### src/rtl/clk_tick_sched_if.sv
// Configuration request/acknowledge port of the tick scheduler.
// The requester holds cfg_req until it sees the one-cycle cfg_ack.
interface clk_tick_sched_if #(
  parameter int PRE_W = 16
);
  logic             cfg_req;
  logic [2:0]       cfg_addr;
  logic [PRE_W-1:0] cfg_data;
  logic             cfg_ack;
  logic             cfg_err;

  modport master (output cfg_req, cfg_addr, cfg_data, input cfg_ack, cfg_err);
  modport slave  (input cfg_req, cfg_addr, cfg_data, output cfg_ack, cfg_err);
endinterface

### src/rtl/clk_tick_sched.sv
// Shared prescaler driving four programmable tick/square-clock channels.
// Compare writes are staged in shadows and applied together on a prescaler wrap.
module clk_tick_sched #(
  parameter int PRE_W   = 16,
  parameter int PRE_RST = 24414,
  parameter int CH_W    = 8,
  parameter int CH_RST  = 0
) (
  input  logic            clk,
  input  logic            rst,
  input  logic [3:0]      ch_en,
  clk_tick_sched_if.slave cfg,
  output logic            base_tick,
  output logic [3:0]      ch_tick,
  output logic [3:0]      ch_sclk
);
  typedef enum logic [1:0] {IDLE, PEND, ACK, WAIT} state_t;

  localparam logic [PRE_W-1:0] PRE_INIT = PRE_W'(PRE_RST);
  localparam logic [CH_W-1:0]  CH_INIT  = CH_W'(CH_RST);

  state_t                 state;
  logic                   err_flag;
  logic [PRE_W-1:0]       pre_cnt;
  logic [PRE_W-1:0]       pre_max;
  logic [PRE_W-1:0]       pre_shadow;
  logic [3:0][CH_W-1:0]   ch_cnt;
  logic [3:0][CH_W-1:0]   ch_max;
  logic [3:0][CH_W-1:0]   ch_shadow;
  logic                   wrap;
  logic                   apply;

  assign wrap  = (pre_cnt == pre_max);
  assign apply = wrap && (state == PEND);

  // Prescaler and channel dividers; ticks on the wrap are judged with the old compares.
  always_ff @(posedge clk or posedge rst) begin
    if (rst) begin
      pre_cnt   <= '0;
      base_tick <= 1'b0;
      ch_cnt    <= '0;
      ch_tick   <= '0;
      ch_sclk   <= '0;
    end else begin
      base_tick <= wrap;
      pre_cnt   <= wrap ? '0 : pre_cnt + PRE_W'(1);
      for (int i = 0; i < 4; i++) begin
        ch_tick[i] <= 1'b0;
        if (!ch_en[i]) begin
          ch_cnt[i]  <= '0;
          ch_sclk[i] <= 1'b0;
        end else if (wrap) begin
          if (ch_cnt[i] == ch_max[i]) begin
            ch_cnt[i]  <= '0;
            ch_tick[i] <= 1'b1;
            ch_sclk[i] <= ~ch_sclk[i];
          end else begin
            ch_cnt[i] <= ch_cnt[i] + CH_W'(1);
          end
        end
        // Applying new compares realigns every channel phase.
        if (apply) ch_cnt[i] <= '0;
      end
    end
  end

  // Configuration handshake: one write per request, acknowledged after it takes effect.
  always_ff @(posedge clk or posedge rst) begin
    if (rst) begin
      state       <= IDLE;
      err_flag    <= 1'b0;
      cfg.cfg_ack <= 1'b0;
      cfg.cfg_err <= 1'b0;
      pre_max     <= PRE_INIT;
      pre_shadow  <= PRE_INIT;
      ch_max      <= {4{CH_INIT}};
      ch_shadow   <= {4{CH_INIT}};
    end else begin
      cfg.cfg_ack <= 1'b0;
      cfg.cfg_err <= 1'b0;
      case (state)
        IDLE: begin
          if (cfg.cfg_req) begin
            if (cfg.cfg_addr == 3'd4) begin
              pre_shadow <= cfg.cfg_data;
              err_flag   <= 1'b0;
              state      <= PEND;
            end else if (!cfg.cfg_addr[2]) begin
              ch_shadow[cfg.cfg_addr[1:0]] <= cfg.cfg_data[CH_W-1:0];
              err_flag <= 1'b0;
              state    <= PEND;
            end else begin
              err_flag <= 1'b1;
              state    <= ACK;
            end
          end
        end
        PEND: begin
          if (wrap) begin
            pre_max <= pre_shadow;
            ch_max  <= ch_shadow;
            state   <= ACK;
          end
        end
        ACK: begin
          cfg.cfg_ack <= 1'b1;
          cfg.cfg_err <= err_flag;
          state       <= WAIT;
        end
        WAIT: begin
          if (!cfg.cfg_req) state <= IDLE;
        end
        default: state <= IDLE;
      endcase
    end
  end
endmodule

### src/flat_wrapper.sv
// flat-port wrapper written by rule: the top's interface ports become plain ports
module clk_tick_sched_flat 
#(
  parameter int PRE_W   = 16,
  parameter int PRE_RST = 24414,
  parameter int CH_W    = 8,
  parameter int CH_RST  = 0
)
  (clk, rst, ch_en, base_tick, ch_tick, ch_sclk, cfg_cfg_req, cfg_cfg_addr, cfg_cfg_data, cfg_cfg_ack, cfg_cfg_err);
  clk_tick_sched_if #(.PRE_W(PRE_W)) cfg_i ();
  input  logic clk;
  input  logic rst;
  input  logic [3:0] ch_en;
  output logic base_tick;
  output logic [3:0] ch_tick;
  output logic [3:0] ch_sclk;
  input wire logic [$bits(cfg_i.cfg_req)-1:0] cfg_cfg_req;
  input wire logic [$bits(cfg_i.cfg_addr)-1:0] cfg_cfg_addr;
  input wire logic [$bits(cfg_i.cfg_data)-1:0] cfg_cfg_data;
  output wire logic [$bits(cfg_i.cfg_ack)-1:0] cfg_cfg_ack;
  output wire logic [$bits(cfg_i.cfg_err)-1:0] cfg_cfg_err;
  assign cfg_i.cfg_req = cfg_cfg_req;
  assign cfg_i.cfg_addr = cfg_cfg_addr;
  assign cfg_i.cfg_data = cfg_cfg_data;
  assign cfg_cfg_ack = cfg_i.cfg_ack;
  assign cfg_cfg_err = cfg_i.cfg_err;
  clk_tick_sched #(.PRE_W(PRE_W), .PRE_RST(PRE_RST), .CH_W(CH_W), .CH_RST(CH_RST)) u_core (.clk(clk), .rst(rst), .ch_en(ch_en), .cfg(cfg_i), .base_tick(base_tick), .ch_tick(ch_tick), .ch_sclk(ch_sclk));
endmodule
### config.mk
export PLATFORM = sky130hd
export DESIGN_NAME = clk_tick_sched_flat
export DESIGN_NICKNAME = d
export VERILOG_FILES = /design/src/rtl/clk_tick_sched_if.sv /design/src/rtl/clk_tick_sched.sv /design/src/flat_wrapper.sv
export SDC_FILE = /design/constraint.sdc
export NUM_CORES = 1
export LEC_CHECK = 0
export BUFFER_PORTS_ARGS = -buffer_cell sky130_fd_sc_hd__buf_2
export CORE_UTILIZATION = 55
export DETAILED_ROUTE_END_ITERATION = 8
export GPL_TIMING_DRIVEN = 1
export HOLD_SLACK_MARGIN = 0.06
export PLACE_DENSITY = 0.73
export SLEW_MARGIN = 40
export SYNTH_ARGS = -nofsm -noshare
export SYNTH_HDL_FRONTEND = slang
export SYNTH_SLANG_ARGS = --single-unit
export TNS_END_PERCENT = 100
### constraint.sdc
create_clock -name clk -period 4.96 [get_ports clk]
set_input_delay 0 -clock clk [delete_from_list [all_inputs] [get_ports clk]]
set_output_delay 0 -clock clk [all_outputs]
set_load 0.05 [all_outputs]
==> impl_metrics.csv, run 1 <==
group,metric,value,unit
run_status,run_status,"complete, no violations",
min_path,worst_hold_path_class,"in2reg",
layout,final_layout_size_suffix_gt1_share,30.6,%
drt,detail-route-antenna-nets,0,
timing,timing.hold.ws,0.0942,ns
drt,wire_per_inst,17.6,um
layout,postLayoutCellArea,8500,um2
setup_path,reg2reg_setup_slack,1.53,ns
clocking,clk_path_buf_depth,2,
setup_path,cp-start-kind,"flip-flop",
placed_design,place.port_buffers,36,
layout,layout.nets,686,
clocking,h-tree-depth,4,
die,std_cell_rows,41,
layout,insertedDiodeCount,0,
clocking,root_buffer,"sky130_fd_sc_hd__clkbuf_16",
timing,finalHoldViolations,0,
synth,ys.flop_type,"sky130_fd_sc_hd__dfrtp_1",
placed_design,post_dp_cell_area,7660,um2
drt,route.detailed.vias_per_inst,5.74,
drt,wirelength,14700,um
timing,tightestPinTransition,0.813,ns
synth,synth_seq_area_share,54.4,%
setup_path,worst-endpoint-required,5.26,ns
pwr,power_leakage,4.16,nW
die,ioPinCount,37,
placed_design,gpl.final_weighted_congestion,0.821,
timing,finalSetupViolations,0,
global_route,grt_start_max_net_pins,114,
synth,postSynthAreaPerCell,12.5,um2
global_route,global_router_s_overall_resource_usage,23.0,%
clocking,cts_tree,"built",
synth,synth_area,7320,um2
timing,fmax,0.292,GHz
clocking,numCtsBuffers,17,
synth,yosys.cell_types.count,37,
layout,area_delta_synth_final,16.1,%
drt,vias,4797,
setup_path,timing.setup.critical_path_class,"reg2reg",
setup_path,worst-path-max-fanout,44,
die,core,12800,um2
die,starting_density_of_the_core,57.1,%
global_route,first_global_vias,4876,
timing,setup_repair_after_global_routing_missed_its_margin,"no",
flow_run,max-cap-violations,0,
synth,synth-async-reset-ratio,100,%
pwr,worst_ir_drop_vdd,0.000385,V
global_route,globalRoute.totalOverflow,0,
timing,tcrit_tclk_final,69.1,%
timing,max-slew-margin-rel,45.8,%
global_route,grt_first_pass_wirelength,24500,um
setup_path,critical_path_arrival,3.73,ns
drt,drc_violation_count_after_routing,0,
clocking,post_cts_buffers,0,
timing,clock_skew,0.00903,ns
synth,yosys_register_bits,158,
die,die_w,117,um
synth,synth.net_count,622,
drt,drtPass1Iterations,4,
pwr,p_per_area,542,nW/um2
drt,drtIter0Drc,348,
timing,final_number_of_max_transition_violations,0,
die,fp.dieArea,13800,um2
clocking,clock_sinks,158,
timing,setup-tns-final,0,ns
placed_design,pre_cts_ws,1.70,ns
clocking,worstSkewPairLatency,0.42,ns
placed_design,post-dp-hpwl,9540,um
timing,setup_slack,1.53,ns
timing,min_tclk_post_route,3.43,ns
synth,netlist_instances,586,
synth,yosysWarningCount,0,
setup_path,crit_path_end_kind,"flip-flop",
global_route,grt_antenna_before_repair,0,
clocking,cts.reportedPaths.clkPinSlew,0.06,ns
synth,synth-edff-count,0,
die,die_h,117,um
per-stage QoR:
stage / instances / util (%) / power, W
floorplan: 586 / - / 0.00300
global placement: 776 / 59.6 / 0.00323
detailed placement: 777 / 59.8 / 0.00332
CTS: 835 / 66.2 / 0.00462
global route: 835 / 66.3 / 0.00486
finish: 835 / 66.3 / 0.00461
layer usage:
metal,vias up,wire length (um),GRT usage [%]
li1,2212,-,-
met1,2447,6600,30.0
met2,114,7240,36.8
met3,24,562,5.25
met4,0,317,9.90
met5,-,0,0
cells in the mapped netlist (all sizes together), types with 6 or more instances:
cell    number  area (um2)
nand3       39         195
nand2       27         101
and3         6        37.5
a32oi       16         140
mux2i        9        90.1
dfstp       22         578
o21ai       15        75.1
nor4        13        87.6
or2          8        50.1
clkbuf      13        48.8
mux2        97        1170
buf          8        58.8
nor2        24        90.1
ha          10         125
nand2b       8        50.1
and2        18         113
o31ai       12        90.1
a21oi        7        35.0
dfrtp      136        3400
xnor2        7        61.3
inv          8        30.0
xor2        52         455
worst max-delay path, cell delays in order (launching register included):
cell,delay (ns)
sky130_fd_sc_hd__dfrtp_1,0.44
sky130_fd_sc_hd__xor2_1,0.19
sky130_fd_sc_hd__nor4_1,0.49
sky130_fd_sc_hd__nand4_2,0.15
sky130_fd_sc_hd__buf_4,0.31
sky130_fd_sc_hd__inv_2,0.63
sky130_fd_sc_hd__nand2_2,0.26
sky130_fd_sc_hd__buf_4,0.41
sky130_fd_sc_hd__mux2_4,0.38
state kept, by name, summed over array words and instances (netlist names):
signal / cells
u_core.ch_max: 32
u_core.base_tick: 1
u_core.state: 2
u_core.ch_cnt: 32
u_core.cfg.cfg_err: 1
u_core.cfg.cfg_ack: 1
u_core.pre_cnt: 16
u_core.err_flag: 1
u_core.ch_shadow: 32
u_core.pre_shadow: 16
u_core.ch_tick: 4
u_core.ch_sclk: 4
u_core.pre_max: 16
power breakdown:
group	internal (W)	total [W]	switching (W)	leakage (nW)
clock network	0.000752	0.00126	0.000504	0.267
registers	0.00178	0.00209	0.000303	2.05
logic	0.000630	0.00126	0.000631	1.85
placed cells by master, fill, tap and decap left out, types with 5 or more instances in the layout:
master	n
sky130_fd_sc_hd__dfrtp_1	136
sky130_fd_sc_hd__mux2_2	77
sky130_fd_sc_hd__xor2_1	52
sky130_fd_sc_hd__nand3_1	39
sky130_fd_sc_hd__buf_2	36
sky130_fd_sc_hd__nand2_1	26
sky130_fd_sc_hd__dlygate4sd3_1	26
sky130_fd_sc_hd__nor2_1	24
sky130_fd_sc_hd__dfstp_2	22
sky130_fd_sc_hd__mux2_4	20
sky130_fd_sc_hd__and2_1	18
sky130_fd_sc_hd__clkbuf_16	17
sky130_fd_sc_hd__a32oi_1	16
sky130_fd_sc_hd__o21ai_0	15
sky130_fd_sc_hd__nor4_1	12
sky130_fd_sc_hd__o31ai_1	12
sky130_fd_sc_hd__ha_1	10
sky130_fd_sc_hd__mux2i_1	9
sky130_fd_sc_hd__nand2b_1	8
sky130_fd_sc_hd__or2_2	8
sky130_fd_sc_hd__xnor2_1	7
sky130_fd_sc_hd__and3_1	6
sky130_fd_sc_hd__inv_1	6
sky130_fd_sc_hd__nor2b_1	5
sky130_fd_sc_hd__a21oi_1	5
cell type report:
cell class,count,area [um2]
fillers,966,4320
flip-flops and latches,158,3980
multi-input cells,399,3220
repair buffers,66,474
clock buffers,22,454
well taps,172,215
clock inverters,10,114
inverters,8,42.5
kinds of logic after synthesis:
logic type                 after synthesis  synth area share, %
DFF                                    158                 54.4
xor gates and xnor gates                59                 7.06
adders and majority gates               10                 1.71
buffers and inverters                   29                 1.88
muxes                                  106                 17.2
and+or+nand+nor                        160                 11.5
AOI/OAI and AO/OA                       64                 6.30
worst paths after layout:
check | from | end | cells after the start
worst min register to register | u_core.pre_shadow[7]$_DFFE_PP0P_ | u_core.pre_max[7]$_DFFE_PP0N_ | 1
worst max-delay path | u_core.pre_cnt[4]$_DFF_PP0_ | u_core.ch_max[30]$_DFFE_PP0N_ | 8
worst min-delay path | cfg_cfg_addr[1] | u_core.state[0]$_DFFE_PP0P_ | 4
min in group asynchronous | rst | u_core.ch_shadow[14]$_DFFE_PP0P_ | 3
worst max register to register | u_core.pre_cnt[4]$_DFF_PP0_ | u_core.ch_max[30]$_DFFE_PP0N_ | 8
max in group asynchronous | rst | u_core.ch_max[30]$_DFFE_PP0N_ | 4
timing repair:
action                                 in CTS  in global routing
hold buffers                               26                  0
endpoints found under the hold margin     177                  0
resized for setup                           0                  0
Note: power is estimated with default switching activity, not from simulation.
==> run 2, diff against run 1 <==
==> constraint.sdc (replaced) <==
create_clock -name clk -period 3.3 [get_ports clk]
set_input_delay 0 -clock clk [delete_from_list [all_inputs] [get_ports clk]]
set_output_delay 0 -clock clk [all_outputs]
set_load 0.05 [all_outputs]
==> impl_metrics.csv, run 2 (same netlist as run 1, synthesis figures left out) <==
group,metric,value,unit
pwr,net-switching-power,0.00216,W
setup_path,worst_path_max_delay_cell,"sky130_fd_sc_hd__dfrtp_1",
setup_path,crit_path_end_kind,"flip-flop",
layout,layout_common_cells,"sky130_fd_sc_hd__dfrtp_1, sky130_fd_sc_hd__mux2_2, sky130_fd_sc_hd__xor2_1",
timing,setup_slack,0.873,ns
flow_run,max-cap-violations,0,
timing,tcrit_tclk_final,73.5,%
setup_path,timing.setup.critical_path_class,"reg2reg",
placed_design,pre_cts_ws,0.903,ns
die,fp.dieArea,13800,um2
pwr,internal-power,0.00491,W
drt,vias,4795,
pwr,share_clk_of_total_power,29.1,%
clocking,numCtsBuffers,17,
min_path,worst_hold_path_class,"in2reg",
global_route,gr-max-usage-layer,"met2",
layout,n_fill_cell,950,
timing,setup_repair_after_global_routing_missed_its_margin,"no",
layout,final_layout_size_suffix_gt1_share,31.4,%
setup_path,cp-start-kind,"flip-flop",
clocking,root_buffer,"sky130_fd_sc_hd__clkbuf_16",
global_route,grt_antenna_before_repair,0,
clocking,cts.reportedPaths.clkPinSlew,0.06,ns
clocking,worstSkewPairLatency,0.44,ns
setup_path,critical-path-top-delay-family,"simple AND/OR/NAND/NOR gates",
global_route,grt_start_max_net_pins,58,
timing,max-slew-margin-rel,45.8,%
die,die_w,117,um
placed_design,gpl.final_weighted_congestion,0.881,
clocking,post_cts_buffers,0,
die,starting_density_of_the_core,57.1,%
pwr,p_per_area,823,nW/um2
die,die_h,117,um
global_route,grt_first_pass_wirelength,24700,um
placed_design,post-dp-hpwl,9490,um
pwr,comb_power_share,26.7,%
global_route,use_met1,29.6,%
timing,clock_skew,0.0147,ns
global_route,first_global_vias,4896,
layout,final-seq-area,3980,um2
placed_design,place.port_buffers,36,
pwr,worst_ir_drop_vdd,0.000504,V
layout,area_delta_synth_final,17.3,%
drt,detail-route-antenna-nets,0,
run_status,run_status,"complete, no violations",
drt,drtIter0Drc,399,
timing,setup-tns-final,0,ns
layout,layout.cells.most_common,"sky130_fd_sc_hd__dfrtp_1",
setup_path,path_cells,"xor2_1 > nor4_1 > nand4_2 > buf_4 > a221oi_1 > mux2_2",
drt,wirelength,14700,um
clocking,h-tree-depth,4,
setup_path,critical_path.n_buffers_inverters,1,
setup_path,worst-endpoint-required,3.62,ns
layout,insertedDiodeCount,0,
layout,layout.nets,691,
drt,drtPass1Iterations,4,
layout,multi_input_area,3220,um2
global_route,globalRouteMet3Util,5.84,%
timing,tightestPinTransition,0.813,ns
clocking,clock_sinks,158,
setup_path,critical_path_arrival,2.75,ns
drt,drc_violation_count_after_routing,0,
drt,wire_per_inst,17.5,um
timing,min_tclk_post_route,2.43,ns
setup_path,r2r.worst_path.cells,6,
timing,finalSetupViolations,0,
clocking,clk_path_buf_depth,2,
setup_path,worst-path-stages,6,
pwr,power_leakage,4.22,nW
min_path,min_delay_path_depth,4,
die,std_cell_rows,41,
global_route,globalRouteMet2Util,37.2,%
timing,final_number_of_max_transition_violations,0,
pwr,power_frac_seq,44.2,%
setup_path,worst-path-max-fanout,34,
global_route,globalRoute.totalOverflow,0,
die,ioPinCount,37,
timing,fmax,0.412,GHz
timing,finalHoldViolations,0,
setup_path,worst_path_largest_cell_delay,0.45,ns
layout,layout_top_registers,"u_core.ch_cnt (32), u_core.ch_max (32), u_core.ch_shadow (32)",
global_route,global_router_s_overall_resource_usage,23.1,%
die,core,12800,um2
clocking,cts_tree,"built",
drt,route.detailed.vias_per_inst,5.71,
pwr,switching_share,30.6,%
-- run 2: cell count changes in the layout (fill, tap and decap cells not counted), sizes merged --
cell      before  now
clkinv         4    8
buf           40   45
bufinv         2    4
clkinvlp       4    3
inv            8    7
clkbuf        22   18
-- run 2: per-layer routing --
metal,up-vias,part of all wire [%]
met1,2430,46
li1,2238,-
met5,-,0
met3,33,3.1
met2,94,48
met4,0,2.5
-- run 2: stage by stage --
step                      utilization [%]  cells  total power (W)  area, um2  hold slack [ns]
after CTS                            67.0    840          0.00709       8590           0.0800
after detailed placement             60.1    782          0.00498       7710           0.0922
after global placement               60.0    782          0.00487       7700           0.0868
final                                67.0    840          0.00707       8590           0.0802
after global routing                 67.0    840          0.00746       8590            0.104
after floorplan                         -    586          0.00451       7330            0.151
-- run 2: final timing paths --
kind,endpoint,start,slack (ns)
max,u_core.state[1]$_DFFE_PP0P_,u_core.pre_cnt[4]$_DFF_PP0_,0.87
min,u_core.state[0]$_DFFE_PP0P_,cfg_cfg_addr[1],0.08
max reg2reg,u_core.state[1]$_DFFE_PP0P_,u_core.pre_cnt[4]$_DFF_PP0_,0.87
min reg2reg,u_core.ch_shadow[15]$_DFFE_PP0P_,u_core.ch_shadow[15]$_DFFE_PP0P_,0.50
max in group asynchronous,u_core.pre_max[1]$_DFFE_PP1N_,rst,2.30
min in group asynchronous,u_core.ch_max[13]$_DFFE_PP0N_,rst,0.17
-- run 2: power groups by stage --
| stage | Clock [W] | Combinational [W] | Sequential [W] |
|---|---|---|---|
| 3_5_place_dp | 0 | 0.00183 | 0.00316 |
| 2_1_floorplan | 0 | 0.00143 | 0.00309 |
| 3_3_place_gp | 0 | 0.00175 | 0.00312 |
| 5_1_grt | 0.00218 | 0.00207 | 0.00321 |
| 4_1_cts | 0.00208 | 0.00188 | 0.00313 |
| 6_report | 0.00206 | 0.00189 | 0.00313 |
-- run 2: tightest hold or removal path, cell delays in order --
cell	delay [ns]
sky130_fd_sc_hd__buf_2	0.17
sky130_fd_sc_hd__o211ai_1	0.13
sky130_fd_sc_hd__o21ai_0	0.09
sky130_fd_sc_hd__mux2i_1	0.08
-- run 2: final cells by class --
class / instances / share of cell area [%]
sequential: 158 / 46.3
inverter: 8 / 0.393
tap: 172 / 2.50
clock inverter: 14 / 2.26
multi-input combinational: 399 / 37.5
clock buffer: 18 / 4.99
timing repair buffer: 71 / 6.06
-- run 2: timing repair --
item                                   in CTS  in global routing
resized for setup                           0                  0
endpoints found under the hold margin     102                  0
hold buffers                               26                  0
